--- src/rtl/joy_serial_mp_pkg.sv ---
// Shared types and elaboration helpers for the serial joystick reader.
// Holds the scan FSM state type, counter-width sizing and parameter range checks.
package joy_serial_mp_pkg;

   typedef enum logic [2:0] {
      ST_IDLE  = 3'd0,
      ST_LOAD  = 3'd1,
      ST_SH_LO = 3'd2,
      ST_SH_HI = 3'd3,
      ST_DONE  = 3'd4
   } joy_state_e;

   // Bits needed to hold any value in 0..max_val (at least one bit).
   function automatic int cnt_w(input int max_val);
      int w;
      if (max_val < 1) begin
         w = 1;
      end else begin
         w = $clog2(max_val + 1);
      end
      return w;
   endfunction

   function automatic bit params_ok(input int players, input int bits, input int clk_div,
                                    input int gap, input int filter);
      bit ok;
      ok = 1'b1;
      if (players < 1 || players > 4) ok = 1'b0;
      if (bits < 1 || bits > 16)       ok = 1'b0;
      if (clk_div < 2)                 ok = 1'b0;
      if (gap < 1)                     ok = 1'b0;
      if (filter < 1 || filter > 15)   ok = 1'b0;
      return ok;
   endfunction

endpackage

--- src/rtl/joy_frame_filter.sv ---
// Glitch filter for captured pad frames: the output only follows a frame once
// FILTER consecutive identical frames have been seen.
module joy_frame_filter
   import joy_serial_mp_pkg::*;
#(
   parameter int W      = 24,
   parameter int FILTER = 2
) (
   input  logic         clk,
   input  logic         rst_n,
   input  logic         valid_i,
   input  logic [W-1:0] frame_i,
   output logic [W-1:0] frame_o
);

   localparam int CW = cnt_w(FILTER);

   logic [W-1:0]  prev_q, prev_d;
   logic [CW-1:0] cnt_q, cnt_d;
   logic [W-1:0]  out_q, out_d;

   // Run-length of identical frames, saturating at FILTER; output follows once it is reached.
   always_comb begin
      prev_d = prev_q;
      cnt_d  = cnt_q;
      out_d  = out_q;
      if (valid_i) begin
         prev_d = frame_i;
         if (frame_i != prev_q) begin
            cnt_d = CW'(1);
         end else if (cnt_q != CW'(FILTER)) begin
            cnt_d = cnt_q + CW'(1);
         end else begin
            cnt_d = cnt_q;
         end
         if (cnt_d == CW'(FILTER)) begin
            out_d = frame_i;
         end else begin
            out_d = out_q;
         end
      end else begin
         prev_d = prev_q;
      end
   end

   // Filter state registers.
   always_ff @(posedge clk or negedge rst_n) begin
      if (!rst_n) begin
         prev_q <= '0;
         cnt_q  <= '0;
         out_q  <= '0;
      end else begin
         prev_q <= prev_d;
         cnt_q  <= cnt_d;
         out_q  <= out_d;
      end
   end

   assign frame_o = out_q;

endmodule

--- src/rtl/joy_serial_mp.sv ---
// Serial joystick reader for a daisy-chained 74165-style pad chain: generates
// JOY_LOAD/JOY_CLK, samples JOY_DATA and presents a filtered, active-high pad image.
module joy_serial_mp
   import joy_serial_mp_pkg::*;
#(
   parameter int PLAYERS    = 2,
   parameter int BITS       = 12,
   parameter int CLK_DIV    = 24,
   parameter int GAP        = 16,
   parameter int FILTER     = 2,
   parameter bit ACTIVE_LOW = 1'b1
) (
   input  logic                    clk,
   input  logic                    reset_n,
   input  logic                    enable,
   input  logic                    JOY_DATA,
   output logic                    JOY_CLK,
   output logic                    JOY_LOAD,
   output logic [PLAYERS*BITS-1:0] joystick,
   output logic                    frame_strobe
);

   localparam int NB = PLAYERS * BITS;
   localparam int KW = cnt_w(NB);
   localparam int DW = $clog2(CLK_DIV);
   localparam int GW = cnt_w(GAP - 1);

   if (!params_ok(PLAYERS, BITS, CLK_DIV, GAP, FILTER)) begin : g_param_check
      $error("joy_serial_mp: parameter out of range");
   end

   logic [1:0]    rst_sync_q;
   logic          rst_int_n;
   logic [1:0]    data_sync_q;
   logic          sample_s;
   logic          tick_s;
   logic [DW-1:0] div_q, div_d;
   joy_state_e    state_q, state_d;
   logic [KW-1:0] k_q, k_d;
   logic [GW-1:0] gap_q, gap_d;
   logic [NB-1:0] shift_q, shift_d;
   logic          joy_clk_q, joy_load_q, strobe_q;

   // Reset synchroniser: assertion is immediate, release is aligned to clk.
   always_ff @(posedge clk or negedge reset_n) begin
      if (!reset_n) begin
         rst_sync_q <= 2'b00;
      end else begin
         rst_sync_q <= {rst_sync_q[0], 1'b1};
      end
   end

   assign rst_int_n = rst_sync_q[1];

   // JOY_DATA synchroniser.
   always_ff @(posedge clk or negedge rst_int_n) begin
      if (!rst_int_n) begin
         data_sync_q <= {2{ACTIVE_LOW}};
      end else begin
         data_sync_q <= {data_sync_q[0], JOY_DATA};
      end
   end

   // Pressed buttons are stored as 1 regardless of the chain polarity.
   assign sample_s = data_sync_q[1] ^ ACTIVE_LOW;
   // The divider stalls in DONE, which makes that state cost exactly one clk.
   assign tick_s   = enable && (state_q != ST_DONE) && (div_q == DW'(CLK_DIV - 1));

   // Tick divider.
   always_comb begin
      div_d = div_q;
      if (!enable) begin
         div_d = '0;
      end else if (state_q == ST_DONE) begin
         div_d = div_q;
      end else if (tick_s) begin
         div_d = '0;
      end else begin
         div_d = div_q + DW'(1);
      end
   end

   // Scan FSM next state, bit counter, gap counter and shift capture.
   always_comb begin
      state_d = state_q;
      k_d     = k_q;
      gap_d   = gap_q;
      shift_d = shift_q;
      if (!enable) begin
         state_d = ST_IDLE;
         k_d     = '0;
         gap_d   = '0;
      end else begin
         case (state_q)
            ST_IDLE: begin
               if (tick_s) begin
                  if (gap_q == GW'(GAP - 1)) begin
                     gap_d   = '0;
                     state_d = ST_LOAD;
                  end else begin
                     gap_d   = gap_q + GW'(1);
                  end
               end else begin
                  state_d = ST_IDLE;
               end
            end
            ST_LOAD: begin
               if (tick_s) begin
                  state_d = ST_SH_LO;
               end else begin
                  state_d = ST_LOAD;
               end
            end
            ST_SH_LO: begin
               if (tick_s) begin
                  for (int i = 0; i < NB; i++) begin
                     if (k_q == KW'(i)) begin
                        shift_d[i] = sample_s;
                     end else begin
                        shift_d[i] = shift_q[i];
                     end
                  end
                  state_d = ST_SH_HI;
               end else begin
                  state_d = ST_SH_LO;
               end
            end
            ST_SH_HI: begin
               if (tick_s) begin
                  k_d = k_q + KW'(1);
                  if (k_q == KW'(NB - 1)) begin
                     state_d = ST_DONE;
                  end else begin
                     state_d = ST_SH_LO;
                  end
               end else begin
                  state_d = ST_SH_HI;
               end
            end
            ST_DONE: begin
               state_d = ST_IDLE;
               k_d     = '0;
            end
            default: begin
               state_d = ST_IDLE;
               k_d     = '0;
               gap_d   = '0;
            end
         endcase
      end
   end

   // State, counters and outputs; outputs are decoded from next state so they are registered.
   always_ff @(posedge clk or negedge rst_int_n) begin
      if (!rst_int_n) begin
         div_q      <= '0;
         state_q    <= ST_IDLE;
         k_q        <= '0;
         gap_q      <= '0;
         shift_q    <= '0;
         joy_clk_q  <= 1'b0;
         joy_load_q <= 1'b1;
         strobe_q   <= 1'b0;
      end else begin
         div_q      <= div_d;
         state_q    <= state_d;
         k_q        <= k_d;
         gap_q      <= gap_d;
         shift_q    <= shift_d;
         joy_clk_q  <= (state_d == ST_SH_HI);
         joy_load_q <= (state_d != ST_LOAD);
         strobe_q   <= (state_d == ST_DONE);
      end
   end

   joy_frame_filter #(
      .W      (NB),
      .FILTER (FILTER)
   ) u_filter (
      .clk     (clk),
      .rst_n   (rst_int_n),
      .valid_i (state_q == ST_DONE),
      .frame_i (shift_q),
      .frame_o (joystick)
   );

   assign JOY_CLK      = joy_clk_q;
   assign JOY_LOAD     = joy_load_q;
   assign frame_strobe = strobe_q;

endmodule

--- config.mk ---
export PLATFORM = sky130hd
export DESIGN_NAME = joy_serial_mp
export DESIGN_NICKNAME = d
export VERILOG_FILES = /design/src/rtl/joy_serial_mp_pkg.sv /design/src/rtl/joy_frame_filter.sv /design/src/rtl/joy_serial_mp.sv
export SDC_FILE = /design/constraint.sdc
export NUM_CORES = 1
export LEC_CHECK = 0
export CORE_MARGIN = 1.5
export CORE_UTILIZATION = 55
export CTS_BUF_LIST = sky130_fd_sc_hd__clkbuf_4 sky130_fd_sc_hd__clkbuf_8
export CTS_CLUSTER_SIZE = 12
export DETAILED_ROUTE_END_ITERATION = 10
export PLACE_DENSITY = 0.75
export SETUP_SLACK_MARGIN = 0.4
export SYNTH_ARGS = -nofsm -noshare
export SYNTH_HDL_FRONTEND = slang
export SYNTH_HIERARCHICAL = 1
export SYNTH_SLANG_ARGS = --single-unit
--- constraint.sdc ---
create_clock -name clk -period 4 [get_ports clk]
set_clock_uncertainty 0.1 [all_clocks]
set_input_delay 0.4 -clock clk [delete_from_list [all_inputs] [get_ports clk]]
set_output_delay 0.4 -clock clk [all_outputs]
set_load 0.01 [all_outputs]
==> out/metrics.yaml, run 1 <==
status:
  status: "finished, final reports clean"
global_route:
  grt_usage_pct: 21.0
  busiest_layer: "met2"
  grt_pass1_wl_um: 14100
  grt_max_degree: 76
  gr-total-overflow: 0
  grt_pass1_vias: 2892
  antenna_found_initial: 0
  use_met1_pct: 28.3
  grtUsageMet3_pct: 3.38
  use_met2_pct: 34.0
flow_run:
  cap_violations: 0
cts:
  ctsHoldBuffers: 0
  cts.sinks: 98
  cts_root_buffer: "clkbuf_8"
  clock_latency_ns: 0.35
  clk_pin_slew_worst_paths_ns: 0.09
  htreeDepth: 3
  cts_setup_buffers: 0
  clock_path_buffers: 2
  cts.repair.resized: 0
  cts_buffers: 9
  cts_tree: "built"
logic_synthesis:
  synthMuxAreaShare_pct: 18.5
  ys_async_sr_fraction_pct: 100
  synth_fa_ha_area_share_pct: 2.17
  avgSynthCellArea_sq_um: 12.1
  synth_top_family_by_area: "multiplexers"
  synth_compound_area_share_pct: 3.92
  synth_seq_cells: 98
  synth_ff_type: "dfrtp_1"
  synth_top_area_cell: "dfrtp_1"
  ys_warn_count: 6
  synth_xor_area_share_pct: 5.30
  syn-num-nets: 394
  netlist_instances: 382
  yosys.area_share.simple_pct: 11.9
  synth_top_cell_area_share_pct: 51.4
  synth_edf_count: 0
  ys_types: 48
  yosysSeqAreaShare_pct: 53.1
  synth_area_sq_um: 4620
  ys_top_cells_by_area: "dfrtp_1, mux2_2, mux2_4"
place:
  portBuffers: 30
  gp_congestion: 0.784
  dpl.hpwl_um: 5620
  dpl-instance-area_sq_um: 4980
  dp.cells: 501
timing:
  rsz0062_at_grt: "no"
  final_max_slew_viol_count: 0
  setup_viol: 0
  worstMarginPinSlew_ns: 0.970
  fin_crit_sh_pct: 71.5
  finalHoldViolCount: 0
  max_freq_ghz: 0.350
  relSlewSlack_pct: 35.3
  fin_crit_ns: 2.86
  setup_tns_ns: 0
route:
  drc: 0
  drtAntennaViolNets: 0
  viasPerCell: 5.46
  routed_wl_um: 8380
  dr.pass1.iters: 4
  wire_per_inst_um: 16.2
  vias: 2824
  drt_iter0_drc: 167
critical_path:
  critPathCaptureType: "register"
  cp_data_arrival_time_ns: 3.00
  worst_setup_path_start_kind: "register"
  crit_fanout: 24
  crit_type: "reg2reg"
  worstPathRequired_ns: 4.14
final_layout:
  fin_cells: 517
  fin_nets: 419
  seq_area_sq_um: 2460
  fin_area_sq_um: 5200
  area_growth_pct: 12.6
  fill_cells: 633
  layout-drive-gt1-share_pct: 19.4
  diodes: 0
  multi_input_area_sq_um: 1940
floorplanning:
  num_rows: 33
  fp.dieArea_sq_um: 8970
  die_w_um: 94.7
  die_height_um: 94.7
  coreArea_sq_um: 8180
  boundaryPins: 31
  floorplan.initialDensity_pct: 56.6
power:
  ir_worst_vdd_v: 0.000151
  cellLeakagePower_uw: 0.00259
  cellPowerDensity_nw_per_um2: 340
  finalPower_uw: 1770
worst_hold_path:
  hp-class: "in2async"
## per-stage QoR
| stage | hold slack, ns | setup WS, ns | utilization (%) |
|---|---|---|---|
| 2_1_floorplan | 0.00441 | 0.973 | - |
| 3_3_place_gp | 0.240 | 1.25 | 60.9 |
| 3_5_place_dp | 0.239 | 1.18 | 60.9 |
| 4_1_cts | 0.0775 | 1.18 | 63.7 |
| 5_1_grt | 0.0751 | 1.01 | 63.7 |
| 6_report | 0.0941 | 1.14 | 63.7 |
## synth_stat cells, types with 2 or more instances
library cell / n
ha_1: 8
a21boi_0: 2
dfrtp_1: 95
a211oi_1: 2
mux2i_1: 24
buf_4: 2
and4b_1: 2
and2_1: 2
nand3_1: 18
nor3_1: 4
buf_1: 3
nand2_1: 16
nand2b_1: 4
a21oi_1: 10
nor2_1: 10
buf_6: 2
xnor2_1: 28
inv_1: 34
buf_2: 5
o31ai_1: 2
o21ai_0: 6
dfstp_2: 3
clkbuf_1: 7
mux2_4: 20
nand4_1: 15
mux2_2: 28
and3_1: 2
nor2b_1: 6
nor4_1: 3
## power breakdown
part	switching [uW]	internal, uW
Sequential	28.8	1010
Combinational	18.7	23.1
Clock	333	361
Total	380	1390
## worst paths after layout
kind / startpoint / to / slack (ns) / depth (start not counted)
worst max-delay path: state_q[2]$_DFF_PN0_ / u_filter/frame_o[20]$_DFFE_PN0P_ / 1.14 / 6
worst min-delay path: reset_n / rst_sync_q[1]$_DFF_PN0_ / 0.09 / 1
worst max register to register: state_q[2]$_DFF_PN0_ / u_filter/frame_o[20]$_DFFE_PN0P_ / 1.14 / 6
worst min register to register: data_sync_q[0]$_DFF_PN1_ / data_sync_q[1]$_DFF_PN1_ / 0.26 / 0
max in group asynchronous: rst_sync_q[1]$_DFF_PN0_ / u_filter/prev_q[6]$_DFFE_PN0P_ / 2.56 / 1
min in group clk: data_sync_q[0]$_DFF_PN1_ / data_sync_q[1]$_DFF_PN1_ / 0.26 / 0
## routing by layer
layer | vias to the layer above | share of wire [%]
met5 | - | 0
met1 | 1427 | 48
met3 | 8 | 2.2
li1 | 1353 | -
met2 | 36 | 48
met4 | 0 | 1.3
## state kept, by name (all words and copies together) (netlist names)
register          cells
frame_strobe          1
u_filter/prev_q      24
u_filter/frame_o     24
u_filter/cnt_q        2
div_q                 5
k_q                   5
data_sync_q           2
shift_q              24
JOY_CLK               1
rst_sync_q            2
JOY_LOAD              1
gap_q                 4
state_q               3
## area by class of cell
| cell class | instances | area share [%] |
|---|---|---|
| flip-flops and latches | 98 | 47.3 |
| multi-input cells | 230 | 37.2 |
| repair buffers | 33 | 6.20 |
| clock buffers | 10 | 2.52 |
| inverters | 35 | 2.52 |
| well taps | 105 | 2.52 |
| clock inverters | 6 | 1.76 |
## placed cells by master, fill, tap and decap left out, types with 2 or more instances in the layout
cell type and instances:
a21oi_1 10, nor3_1 4, nor2b_1 6, dfrtp_1 94, mux2_2 28, and4b_1 2, mux2i_1 24, nand2b_1 4
clkdlybuf4s50_1 30, nand4_1 15, and3_1 2, nor2_1 10, buf_4 3, bufinv_16 2, nand3_1 18, a21boi_0 2
dfstp_2 3, nand2_1 16, clkbuf_8 9, o31ai_1 2, clkinv_4 3, ha_1 8, inv_1 34, and2_1 2
xnor2_1 28, mux2_4 20, nor4_1 3, a211oi_1 2, o21ai_0 6
## cells by family after synthesis
kind of cell / count (synthesis)
DFF: 98
AOI/OAI and AO/OA: 29
and+or+nand+nor: 92
muxes: 72
adders and majority gates: 8
xor gates and xnor gates: 28
buffers and inverters: 54
other: 1
## worst max-delay path: stages (launching register included)
cell	delay, ns
dfrtp_1	0.56
or3b_4	0.47
inv_2	0.07
nand2_1	0.05
nor3_1	0.42
nand4_4	0.57
mux2_4	0.50
Power figures use the tool's default switching activity.
==> run 2, diff against run 1 <==
PLACE_DENSITY = 0.78   (was 0.75)
clock period = 2.5 ns   (was 4 ns; I/O delays follow)
==> out/metrics.yaml, run 2 (synthesized netlist as in run 1, its figures left out) <==
critical_path:
  critPathCaptureType: "register"
  crit_fanout: 16
  cpMaxStageDelayCell: "dfrtp_2"
  cp_data_arrival_time_ns: 2.27
  worst_setup_path_start_kind: "register"
  r2r_slack_ns: 0.38
  reg2reg_to: "u_filter/frame_o[6]$_DFFE_PN0P_"
  worst-r2r-cell-count: 7
  path_buf_inv: 2
  reg2reg_from: "state_q[1]$_DFF_PN0_"
  worstPathCellList: "or3b_4 -> inv_4 -> nand2_4 -> nor3_4 -> nand4_4 -> buf_12 -> mux2_4"
  max_stage_delay_ns: 0.44
  worstPathRequired_ns: 2.65
  path_delay_family: "simple AND/OR/NAND/NOR gates"
  crit_type: "reg2reg"
cts:
  cts_tree: "built"
  cts.sinks: 98
  htreeDepth: 3
  clock_path_buffers: 2
  clock_latency_ns: 0.36
  clk_pin_slew_worst_paths_ns: 0.09
  cts_buffers: 9
  cts_root_buffer: "clkbuf_8"
timing:
  worstMarginPinSlew_ns: 0.600
  setup_tns_ns: 0
  fin_crit_ns: 2.12
  fin_crit_sh_pct: 84.8
  setup_viol: 0
  max_freq_ghz: 0.472
  finalHoldViolCount: 0
  rsz0062_at_grt: "yes"
  whs_ns: 0.165
  setup_ws_ns: 0.381
  final_max_slew_viol_count: 0
  relSlewSlack_pct: 59.9
floorplanning:
  die_height_um: 94.7
  num_rows: 33
  boundaryPins: 31
  floorplan.initialDensity_pct: 56.6
  die_w_um: 94.7
  fp.dieArea_sq_um: 8970
  coreArea_sq_um: 8180
place:
  gp_congestion: 0.860
  place_ws_ns: 0.292
  dpl-instance-area_sq_um: 5070
  portBuffers: 30
  dpl.hpwl_um: 6160
global_route:
  grt_max_degree: 68
  gr-total-overflow: 0
  grt_pass1_vias: 2987
  grt_usage_pct: 21.9
  grt_pass1_wl_um: 14700
  antenna_found_initial: 0
route:
  vias: 2953
  drtAntennaViolNets: 0
  drt_iter0_drc: 164
  viasPerCell: 5.57
  routed_wl_um: 8990
  dr.pass1.iters: 4
  wire_per_inst_um: 17.0
  drc: 0
worst_hold_path:
  hp-class: "reg2async"
power:
  ir_worst_vdd_v: 0.000272
  cellLeakagePower_uw: 0.00272
  cellPowerDensity_nw_per_um2: 517
final_layout:
  fin_nets: 432
  area_growth_pct: 16.2
  finalCoreUtilization_pct: 65.7
  layout-drive-gt1-share_pct: 23.1
  fin_area_sq_um: 5370
  final_cell_mix: "dfrtp_1, inv_1, clkdlybuf4s50_1"
  layout_commonest_cell: "dfrtp_1"
  diodes: 0
status:
  status: "finished, final reports clean"
flow_run:
  cap_violations: 0
[run 2: worst reg2reg max path, delay by kind of cell (launching register included)]
| kind | cells | cell delay [ns] |
|---|---|---|
| mux | 1 | 0.31 |
| simple gates | 4 | 0.88 |
| flops | 1 | 0.44 |
| buf+inv | 2 | 0.28 |
[run 2: layout make-up]
cell class / instances / area [sq um]
inverter: 35 / 134
timing repair buffer: 46 / 455
sequential: 98 / 2460
clock buffer: 12 / 153
tap: 105 / 131
clock inverter: 4 / 51.3
fill: 602 / 2800
multi-input combinational: 230 / 1990
[run 2: power by group]
part / switching [uW] / internal (uW) / total (uW)
clock: 531 / 513 / 1040
combinational: 45.1 / 42.5 / 87.6
sequential: 32.6 / 1610 / 1640
total: 609 / 2170 / 2780
[run 2: worst max-delay path by stage]
stage	start	end	slack, ns	cells past startpoint
4_1_cts	state_q[1]$_DFF_PN0_	u_filter/frame_o[6]$_DFFE_PN0P_	0.40	7
6_report	state_q[1]$_DFF_PN0_	u_filter/frame_o[6]$_DFFE_PN0P_	0.38	7
5_1_grt	state_q[1]$_DFF_PN0_	u_filter/frame_o[22]$_DFFE_PN0P_	0.32	7
3_5_place_dp	shift_q[1]$_DFFE_PN0P_	u_filter/frame_o[6]$_DFFE_PN0P_	0.29	6
3_3_place_gp	shift_q[1]$_DFFE_PN0P_	u_filter/frame_o[17]$_DFFE_PN0P_	0.37	6
2_1_floorplan	state_q[0]$_DFF_PN0_	u_filter/frame_o[13]$_DFFE_PN0P_	0.30	9
[run 2: timing repair]
item / CTS / global route
gates cloned: 0 / 0
setup endpoints to repair: 28 / 42
buffers inserted: 1 / 3
gates resized for setup: 4 / 7
hold endpoints to repair: 2 / 0
pin swaps: 1 / 2
hold buffers: 1 / 0
[run 2: per-layer routing]
| layer | track usage [%] | routed length (um) | part of all wire, % | up-vias |
|---|---|---|---|---|
| met4 | 10.7 | 208 | 2.3 | 0 |
| met5 | 0 | 0 | 0 | - |
| li1 | - | - | - | 1379 |
| met3 | 4.03 | 277 | 3.1 | 16 |
| met1 | 28.4 | 4080 | 45 | 1483 |
| met2 | 35.5 | 4420 | 49 | 75 |
[run 2: stage by stage]
step / instances / power (uW)
after floorplan: 382 / 1730
after global placement: 509 / 1760
after detailed placement: 509 / 1760
after CTS: 527 / 2800
after global routing: 530 / 2870
final: 530 / 2780
